<file path="config.mk">
export PLATFORM = sky130hd
export DESIGN_NAME = quad_step_tx
export DESIGN_NICKNAME = d
export VERILOG_FILES = /design/src/rtl/quad_step_pkg.sv /design/src/rtl/quad_step_divider.sv /design/src/rtl/quad_step_tx.sv
export SDC_FILE = /design/constraint.sdc
export NUM_CORES = 1
export LEC_CHECK = 0
export ABC_AREA = 1
export CORE_ASPECT_RATIO = 2
export CORE_MARGIN = 10
export CORE_UTILIZATION = 60
export CTS_BUF_LIST = sky130_fd_sc_hd__clkbuf_2 sky130_fd_sc_hd__clkbuf_4 sky130_fd_sc_hd__clkbuf_8
export DETAILED_ROUTE_END_ITERATION = 6
export HOLD_SLACK_MARGIN = 0.05
export PLACE_DENSITY = 0.88
export SYNTH_ARGS = -nofsm -noshare
export SYNTH_HDL_FRONTEND = slang
export SYNTH_SLANG_ARGS = --single-unit
</file>
<file path="constraint.sdc">
create_clock -name clk -period 3.7 [get_ports clk]
set_input_delay 0.74 -clock clk [delete_from_list [all_inputs] [get_ports clk]]
set_output_delay 0.74 -clock clk [all_outputs]
set_load 0.05 [all_outputs]
</file>
<file path="src/rtl/quad_step_pkg.sv">
// Shared types and helpers for the quadrature step transmitter.
package quad_step_pkg;

   typedef enum logic [1:0] {
      IDLE = 2'd0,
      RUN  = 2'd1,
      DONE = 2'd2
   } state_t;

   // Gray-coded phase so only one of qa/qb toggles per step.
   function automatic logic [1:0] phaseEncode(input logic [1:0] idx);
      logic [1:0] enc;
      case (idx)
         2'd0:    enc = 2'b00;
         2'd1:    enc = 2'b01;
         2'd2:    enc = 2'b11;
         default: enc = 2'b10;
      endcase
      return enc;
   endfunction

endpackage

</file>
<file path="src/rtl/quad_step_divider.sv">
// Loadable down-counter that ticks at zero and then reloads, setting the step period.
module quad_step_divider #(
   parameter int DIV_W = 8
) (
   input  logic             clk,
   input  logic             rst_n,
   input  logic             load_i,
   input  logic [DIV_W-1:0] load_val_i,
   input  logic             en_i,
   input  logic [DIV_W-1:0] reload_val_i,
   output logic             tick_o
);

   logic [DIV_W-1:0] cnt_q;
   logic [DIV_W-1:0] cnt_d;

   assign tick_o = (cnt_q == '0);

   always_comb begin
      cnt_d = cnt_q;
      if (load_i) begin
         cnt_d = load_val_i;
      end else if (en_i) begin
         cnt_d = tick_o ? reload_val_i : (cnt_q - DIV_W'(1));
      end
   end

   always_ff @(posedge clk) begin
      if (!rst_n) begin
         cnt_q <= '0;
      end else begin
         cnt_q <= cnt_d;
      end
   end

endmodule

</file>
<file path="src/rtl/quad_step_tx.sv">
// Step-command transmitter: paces step pulses, drives quadrature phases and
// mirrors the downstream saturating position counter.
module quad_step_tx
   import quad_step_pkg::*;
#(
   parameter int POS_W = 4,
   parameter int CNT_W = 8,
   parameter int DIV_W = 8
) (
   input  logic             clk,
   input  logic             rst_n,
   input  logic             cmd_valid,
   output logic             cmd_ready,
   input  logic             cmd_dir,
   input  logic [CNT_W-1:0] cmd_steps,
   input  logic [DIV_W-1:0] div,
   input  logic             abort,
   output logic             qa,
   output logic             qb,
   output logic             step_pulse,
   output logic             step_up,
   output logic [POS_W-1:0] pos,
   output logic             sat,
   output logic             busy,
   output logic             done
);

   localparam logic [POS_W-1:0] PosMax = '1;

   state_t           state_q;
   logic             dir_q;
   logic [CNT_W-1:0] remaining_q;
   logic [DIV_W-1:0] div_q;
   logic [POS_W-1:0] pos_q;
   logic [1:0]       phase_q;

   logic accept;
   logic divTick;
   logic stepFire;
   logic atBound;

   assign accept   = (state_q == IDLE) && cmd_valid;
   assign stepFire = (state_q == RUN) && divTick && !abort;
   assign atBound  = dir_q ? (pos_q == PosMax) : (pos_q == '0);

   quad_step_divider #(
      .DIV_W(DIV_W)
   ) u_divider (
      .clk          (clk),
      .rst_n        (rst_n),
      .load_i       (accept),
      .load_val_i   (div),
      .en_i         (state_q == RUN),
      .reload_val_i (div_q),
      .tick_o       (divTick)
   );

   // Abort wins over a step landing in the same cycle; a step at the boundary
   // still consumes one of the remaining steps.
   always_ff @(posedge clk) begin
      if (!rst_n) begin
         state_q     <= IDLE;
         dir_q       <= 1'b0;
         remaining_q <= '0;
         div_q       <= '0;
         pos_q       <= '0;
         phase_q     <= 2'd0;
      end else begin
         case (state_q)
            IDLE: begin
               if (cmd_valid) begin
                  dir_q       <= cmd_dir;
                  remaining_q <= cmd_steps;
                  div_q       <= div;
                  state_q     <= (cmd_steps == '0) ? DONE : RUN;
               end
            end
            RUN: begin
               if (abort) begin
                  state_q <= IDLE;
               end else if (divTick) begin
                  remaining_q <= remaining_q - CNT_W'(1);
                  if (!atBound) begin
                     if (dir_q) begin
                        pos_q   <= pos_q + POS_W'(1);
                        phase_q <= phase_q + 2'd1;
                     end else begin
                        pos_q   <= pos_q - POS_W'(1);
                        phase_q <= phase_q - 2'd1;
                     end
                  end
                  if (remaining_q == CNT_W'(1)) begin
                     state_q <= DONE;
                  end
               end
            end
            DONE: begin
               state_q <= IDLE;
            end
            default: begin
               state_q <= IDLE;
            end
         endcase
      end
   end

   assign cmd_ready  = (state_q == IDLE);
   assign busy       = (state_q != IDLE);
   assign done       = (state_q == DONE);
   assign step_pulse = stepFire;
   assign sat        = stepFire && atBound;
   assign step_up    = dir_q;
   assign pos        = pos_q;
   assign {qa, qb}   = phaseEncode(phase_q);

endmodule

</file>
# Word level (Yosys, flattened, before mapping)
# Cells that the tools add are included.
# word_totals
reg_bits,33
wordCells,60
# classes
n_addsub,6
bitwise,2
reduce_logical,17
n_eq_ne,11
muxes,17
# op_table
cell,count
$mux 8,6
$logic_not 8->1,2
$pmux 8 s2,1
$sub 8x1->8 const B,2
$mux 2,6
$eq 8x1->1 const B,1
$reduce_and 4->1,2
$ne 2x2->1 const B,3
$ne 3x3->1 const B,2
$pmux 2 s3,1
$reduce_bool 2->1,3
$add 4x1->4 const B,1
$eq 2x1->1 const B,2
$eq 2x2->1 const B,2
$eq 4x4->1 const B,1
$logic_and 1x1->1,4
$logic_not 2->1,2
$logic_not 4->1,1
$mux 4,1
$pmux 2 s2,1
$sub 4x1->4 const B,1
$reduce_and 3->1,1
$add 2x1->2 const B,1
$not 1->1,2
4 further kinds,4

# Logic depth before layout (Yosys ltp)
# Gate-level depths: netlist (run 1).
# logic_depth
depth_word,5
depth_mapped,10
depth_no_buf,10

# Hierarchy
# Synthesis (run 1) repeated with hierarchy kept, for this count alone.
# unflattened
cells_unflattened,323
area_unflattened_um2,2074.5
# by_module_without_submodules
module,area_each_um2,cells_per_inst,seq_area_each_um2,instances
quad_step_tx,1460.2,224,500.5,1
quad_step_divider,614.3,99,160.2,1

# Worst setup path before layout (run 1)
# No wires, ideal clock.
# synth_path
path_type,input port to output port
startpoint,input port abort
endpoint,output port sat
stages,3
arrival_ns,1.776
setup_slack_ns,1.184
n_path_buf,0
required_time_ns,2.960
path_cell_list,nor2_4 -> nand3_4 -> a21oi_1
# synth_via
elab_chain_len,3
# synth_lines
item,line,text
"start, declared",quad_step_tx.sv:17,"input logic abort,"
$logic_not 1->1,quad_step_tx.sv:43,assign stepFire = (state_q == RUN) && divTick && !abort;
$logic_and 1x1->1,quad_step_tx.sv:43,
$logic_and 1x1->1,quad_step_tx.sv:111,assign sat = stepFire && atBound;
"end, declared",quad_step_tx.sv:23,"output logic sat,"
# Every way passes these cells.

# Worst setup path after layout (run 1)
# Ends and elaborated chain as after synthesis.

==> metrics.txt, run 1 <==
most frequent CP cell=clkdlybuf4s50_1; synthesized area per cell=6.38 µm²; Clock power frac=26.7%; total iterations of the first detailed-routing run=4; Critical Path, Cell by Cell=clkdlybuf4s50_1 -> nor2_4 -> nand3_4 -> a21oi_1 -> clkdlybuf4s50_1; Internal=644 µW; Period Utilization, post-route=86.9%; DR vias/cell=5.21; Area contributors post-synth=dfxtp_1 31%, nand2_1 15%, nor2_1 9.1%, inv_1 7.5%, a21oi_1 5.8%; Post-Synthesis Cells=337; syn nets=367; Post-Syn Area=0.00215 mm²; Top delay family on crit path=buffers and inverters; LEAKAGE=1.18 nW; DR iter-0 viols=79; Worst path max stage delay=0.82 ns; worst reg-to-reg setup slack=2.05 ns; root buffer cell=clkbuf_8; drc violations=0; flops & latches, synth=33; multiplexer share of the synthesized area=0%; CTS tree=yes; sequential power share=40.2%; nature of the critical path endpoint=output pin; Slew headroom=54.5%; fin util=75.6%; CTS max path bufs=2; clk sinks=33; Post-Synth Simple-Gate Area=38.1%; sequential share of the synthesized area=30.7%; Ports=33; commonest non-fill, non-tap cell in the layout=nand2_1; largest family of logic cells by synthesized area=simple AND/OR/NAND/NOR gates; Synth cell types=30; gpl congestion=0.901; Post-CTS Setup Bufs=0; status=completed; final hold viol count=0; Peak Freq=0.311 GHz; H-tree Lvls=2; layout cells sized above 1=9.70%; Net Switching=378 µW; worst-margin pin slew=0.682 ns; DR vias=2185; Peak VDD IR=394 µV; CTS Hold Bufs=0; CP Class=primary input to output pin; most frequent cells in the layout=84 x nand2_1, 52 x nor2_1, 43 x inv_1; die area=0.00652 mm²; Core Footprint=0.00342 mm²; post-CTS sizing=0; Routed WL=5260 µm; skew final=0.00872 ns; maxcap violations=0; final setup TNS=0 ns; logic gate share of total power=33.0%; Die X=62.3 µm; Clk Latency, worst-skew pair=0.29 ns; diodes inserted=0; worst endpoint required time=2.96 ns; CTS buffer count=5; Post-Synth XOR/XNOR Area=1.22%; minimum clock period=3.22 ns; CP startpoint kind=primary input; critical path peak fanout=5; initial antenna violation count=0; Port-buffer cells=32; slowest stage cell, crit path=clkdlybuf4s50_1; synth warn=0; Hold Crit Class=register to register; DIE HEIGHT=105 µm; first-pass GRT wire length=8910 µm; clock transition at the registers of the reported paths=0.07 ns; Detail Placement HPWL=3990 µm; area share of the largest cell type after synthesis=30.7%; Switching Share=37.0%; Final setup viols=0; Synth Area in Compound Gates=13.5%; Adder-Cell Fraction of Synth Area=5.58%; RSZ-0062 raised after global routing=false; Buf+Inv Stages, Crit Path=2; largest net degree at the start of global routing=21; DRT antenna net count=0; Slew Viols, Final=0; DR WL/cell=12.5 µm; pwr dens=396 mW/mm²; NumNets Final=400; Initial Utilization=63.0%; Synth-to-Final Area Change=20.0%; row count=30; leading area contributor after synthesis=dfxtp_1; Overflow after GRT=0; GRT Overall Usage=16.1%; CP arrival=2.48 ns; vias in the first global route=2157
per-stage QoR:
stage / instances / worst slack (ns) / hold slack (ns) / cell area [µm²] / total power, mW
finish: 419 / 0.483 / 0.460 / 2580 / 1.02
global route: 419 / 0.407 / 0.474 / 2580 / 1.08
CTS: 419 / 0.472 / 0.463 / 2580 / 1.03
detailed placement: 411 / 0.478 / 0.452 / 2490 / 0.753
global placement: 411 / 0.504 / 0.449 / 2490 / 0.745
floorplan: 337 / 1.18 / 0.439 / 2150 / 0.667
cell usage after synthesis:
cell type and instances:
nand2_2 4, xnor2_1 2, buf_2 2, buf_1 1, o21ai_0 19, xor2_1 1, nor2_4 4, o211ai_1 3
inv_4 1, clkbuf_1 2, a21oi_1 25, nand3_1 22, buf_6 2, fa_1 1, or2_2 1, a21oi_2 2
inv_1 43, inv_2 6, nor3_1 2, ha_1 8, nor2_2 3, nand3_4 1, nand3b_1 1, o21ai_1 3
dfxtp_1 33, nand2_1 84, nand4_1 2, nor2_1 52, nand2_4 5, o21a_1 2
layer usage:
| layer | GRT usage (%) | vias to the layer above | share of wire, % |
|---|---|---|---|
| met4 | 9.00 | 0 | 2.9 |
| met5 | 0 | - | 0 |
| met3 | 3.21 | 17 | 4.1 |
| li1 | - | 1120 | - |
| met1 | 14.7 | 988 | 38 |
| met2 | 31.3 | 60 | 55 |
tightest hold or removal path, cell delays in order (launching register included):
cell	delay, ns
dfxtp_1	0.31
nand2_1	0.06
a21oi_1	0.05
sequential cells by signal (all words and copies together) (netlist names):
signal           cells
remaining_q          8
phase_q              2
state_q              2
u_divider.cnt_q      8
div_q                8
step_up              1
pos                  4
path summary, 6_finish.rpt:
kind,from,end,cells after the start
setup / recovery,abort,sat,5
hold / removal,div_q[2],div_q[2],2
setup reg to reg,u_divider.cnt_q[0],u_divider.cnt_q[6],9
hold reg to reg,div_q[2],div_q[2],2
final cells by class:
cell class	count	area, µm²
fill	284	835
timing repair buffer	33	328
multi-input combinational	247	1260
clock buffer	6	76.3
tap	48	60.1
clock inverter	2	10.0
sequential	33	661
inverter	50	190
power by group through the flow:
stage          sequential (mW)  clock, mW  combinational, mW
5_1_grt                  0.415      0.290              0.379
2_1_floorplan            0.417          0              0.250
3_5_place_dp             0.419          0              0.334
4_1_cts                  0.411      0.278              0.337
3_3_place_gp             0.418          0              0.328
6_report                 0.411      0.273              0.338
kinds of logic (layout without fill, tap and decap cells):
kind of cell             count (synthesis)  after routing
AND/OR/NAND/NOR                        181            181
buffers and inverters                   57             91
AO/OA/AOI/OAI                           54             54
flip-flops                              33             33
adder cells (fa/ha/maj)                  9              9
XOR/XNOR                                 3              3
No activity file was read; power rests on OpenSTA's default activity.
==> run 2: changes to the inputs <==
==> constraint.sdc (replaced) <==
create_clock -name clk -period 4 [get_ports clk]
set_input_delay 0.8 -clock clk [delete_from_list [all_inputs] [get_ports clk]]
set_output_delay 0.8 -clock clk [all_outputs]
set_load 0.05 [all_outputs]
==> metrics.txt, run 2 (same netlist as run 1, synthesis figures left out) <==
DR vias/cell=5.27; Critical Path, Cell by Cell=clkdlybuf4s50_1 -> nor2_4 -> nand3_4 -> a21oi_1 -> clkdlybuf4s50_1; status=completed; Ports=33; DRT antenna net count=0; diodes inserted=0; Detail Placement HPWL=3920 µm; Clk Latency, worst-skew pair=0.29 ns; Period Utilization, post-route=83.7%; HP Start=div_q[2]; DR vias=2209; dpl ws=0.658 ns; Top delay family on crit path=buffers and inverters; nature of the critical path endpoint=output pin; Worst path max stage delay=0.81 ns; final hold viol count=0; NumNets Final=400; largest registers=div_q x8, remaining_q x8, u_divider.cnt_q x8; Final setup viols=0; root buffer cell=clkbuf_8; placed insts=411; most frequent CP cell=clkdlybuf4s50_1; DR WL/cell=12.5 µm; gpl congestion=0.916; PnR worst setup slack=0.653 ns; Initial Utilization=63.0%; vias in the first global route=2166; Hold Crit Class=register to register; CP startpoint kind=primary input; die area=0.00652 mm²; drc violations=0; Slew headroom=56.6%; Synth-to-Final Area Change=20.0%; Multi-input gate area=0.00126 mm²; largest net degree at the start of global routing=21; Port-buffer cells=32; Core Footprint=0.00342 mm²; Die X=62.3 µm; Peak Freq=0.299 GHz; clk sinks=33; post-route insts no fill=419; clock transition at the registers of the reported paths=0.07 ns; critical path peak fanout=5; DIE HEIGHT=105 µm; most frequent cells in the layout=84 x nand2_1, 52 x nor2_1, 43 x inv_1; final setup TNS=0 ns; RSZ-0062 raised after global routing=false; skew final=0.00777 ns; DR iter-0 viols=90; post-CTS sizing=0; Slew Viols, Final=0; LEAKAGE=1.18 nW; CP Class=primary input to output pin; minimum clock period=3.35 ns; Buf+Inv Stages, Crit Path=2; CTS tree=yes; pwr dens=366 mW/mm²; Routed WL=5250 µm; RR Startpoint=step_up; Post-CTS Setup Bufs=0; CP arrival=2.55 ns; GRT Overall Usage=16.0%; commonest non-fill, non-tap cell in the layout=nand2_1; row count=30; worst endpoint required time=3.20 ns; filler instances=288; Final Hold Slack=0.466 ns; maxcap violations=0; CP startpoint=abort; Overflow after GRT=0; worst-margin pin slew=0.650 ns; Peak VDD IR=319 µV; H-tree Lvls=2; total iterations of the first detailed-routing run=4; Reg area=661 µm²; first-pass GRT wire length=8980 µm; CTS buffer count=5; CTS max path bufs=2; initial antenna violation count=0; slowest stage cell, crit path=clkdlybuf4s50_1; CTS Hold Bufs=0; layout cells sized above 1=9.70%; Power Total=946 µW
run 2: power breakdown:
group / switching, mW / leakage (nW) / total, mW / internal (mW)
clock: 0.125 / 0.0484 / 0.252 / 0.127
combinational: 0.200 / 0.863 / 0.313 / 0.113
sequential: 0.0249 / 0.271 / 0.380 / 0.356
run 2: path summary, 6_finish.rpt:
kind         endpoint  slack (ns)  depth (start not counted)
max reg2reg    pos[3]        2.36                          8
max               sat        0.65                          5
min reg2reg  div_q[2]        0.47                          2
min          div_q[2]        0.47                          2
run 2: final cells by class:
type	count	area share, %
tap	48	2.33
inverter	50	7.37
timing repair buffer	33	12.7
clock buffer	6	2.96
clock inverter	2	0.388
sequential	33	25.6
multi-input combinational	247	48.7
run 2: routing by layer:
metal	part of all wire [%]	routed length, µm	track usage (%)
met5	0	0	0
met4	1.8	92	6.43
met3	4.0	208	3.53
met2	55	2860	31.1
met1	40	2090	15.4
run 2: worst min-delay path, cell delays in order (launching register included):
cell and delay (ns):
dfxtp_1 0.31, nand2_1 0.06, a21oi_1 0.05
run 2: stage by stage:
step                instance area (µm²)  utilization, %
CTS                                2580            75.6
finish                             2580            75.6
global route                       2580            75.6
global placement                   2490            73.0
floorplan                          2150               -
detailed placement                 2490            73.0
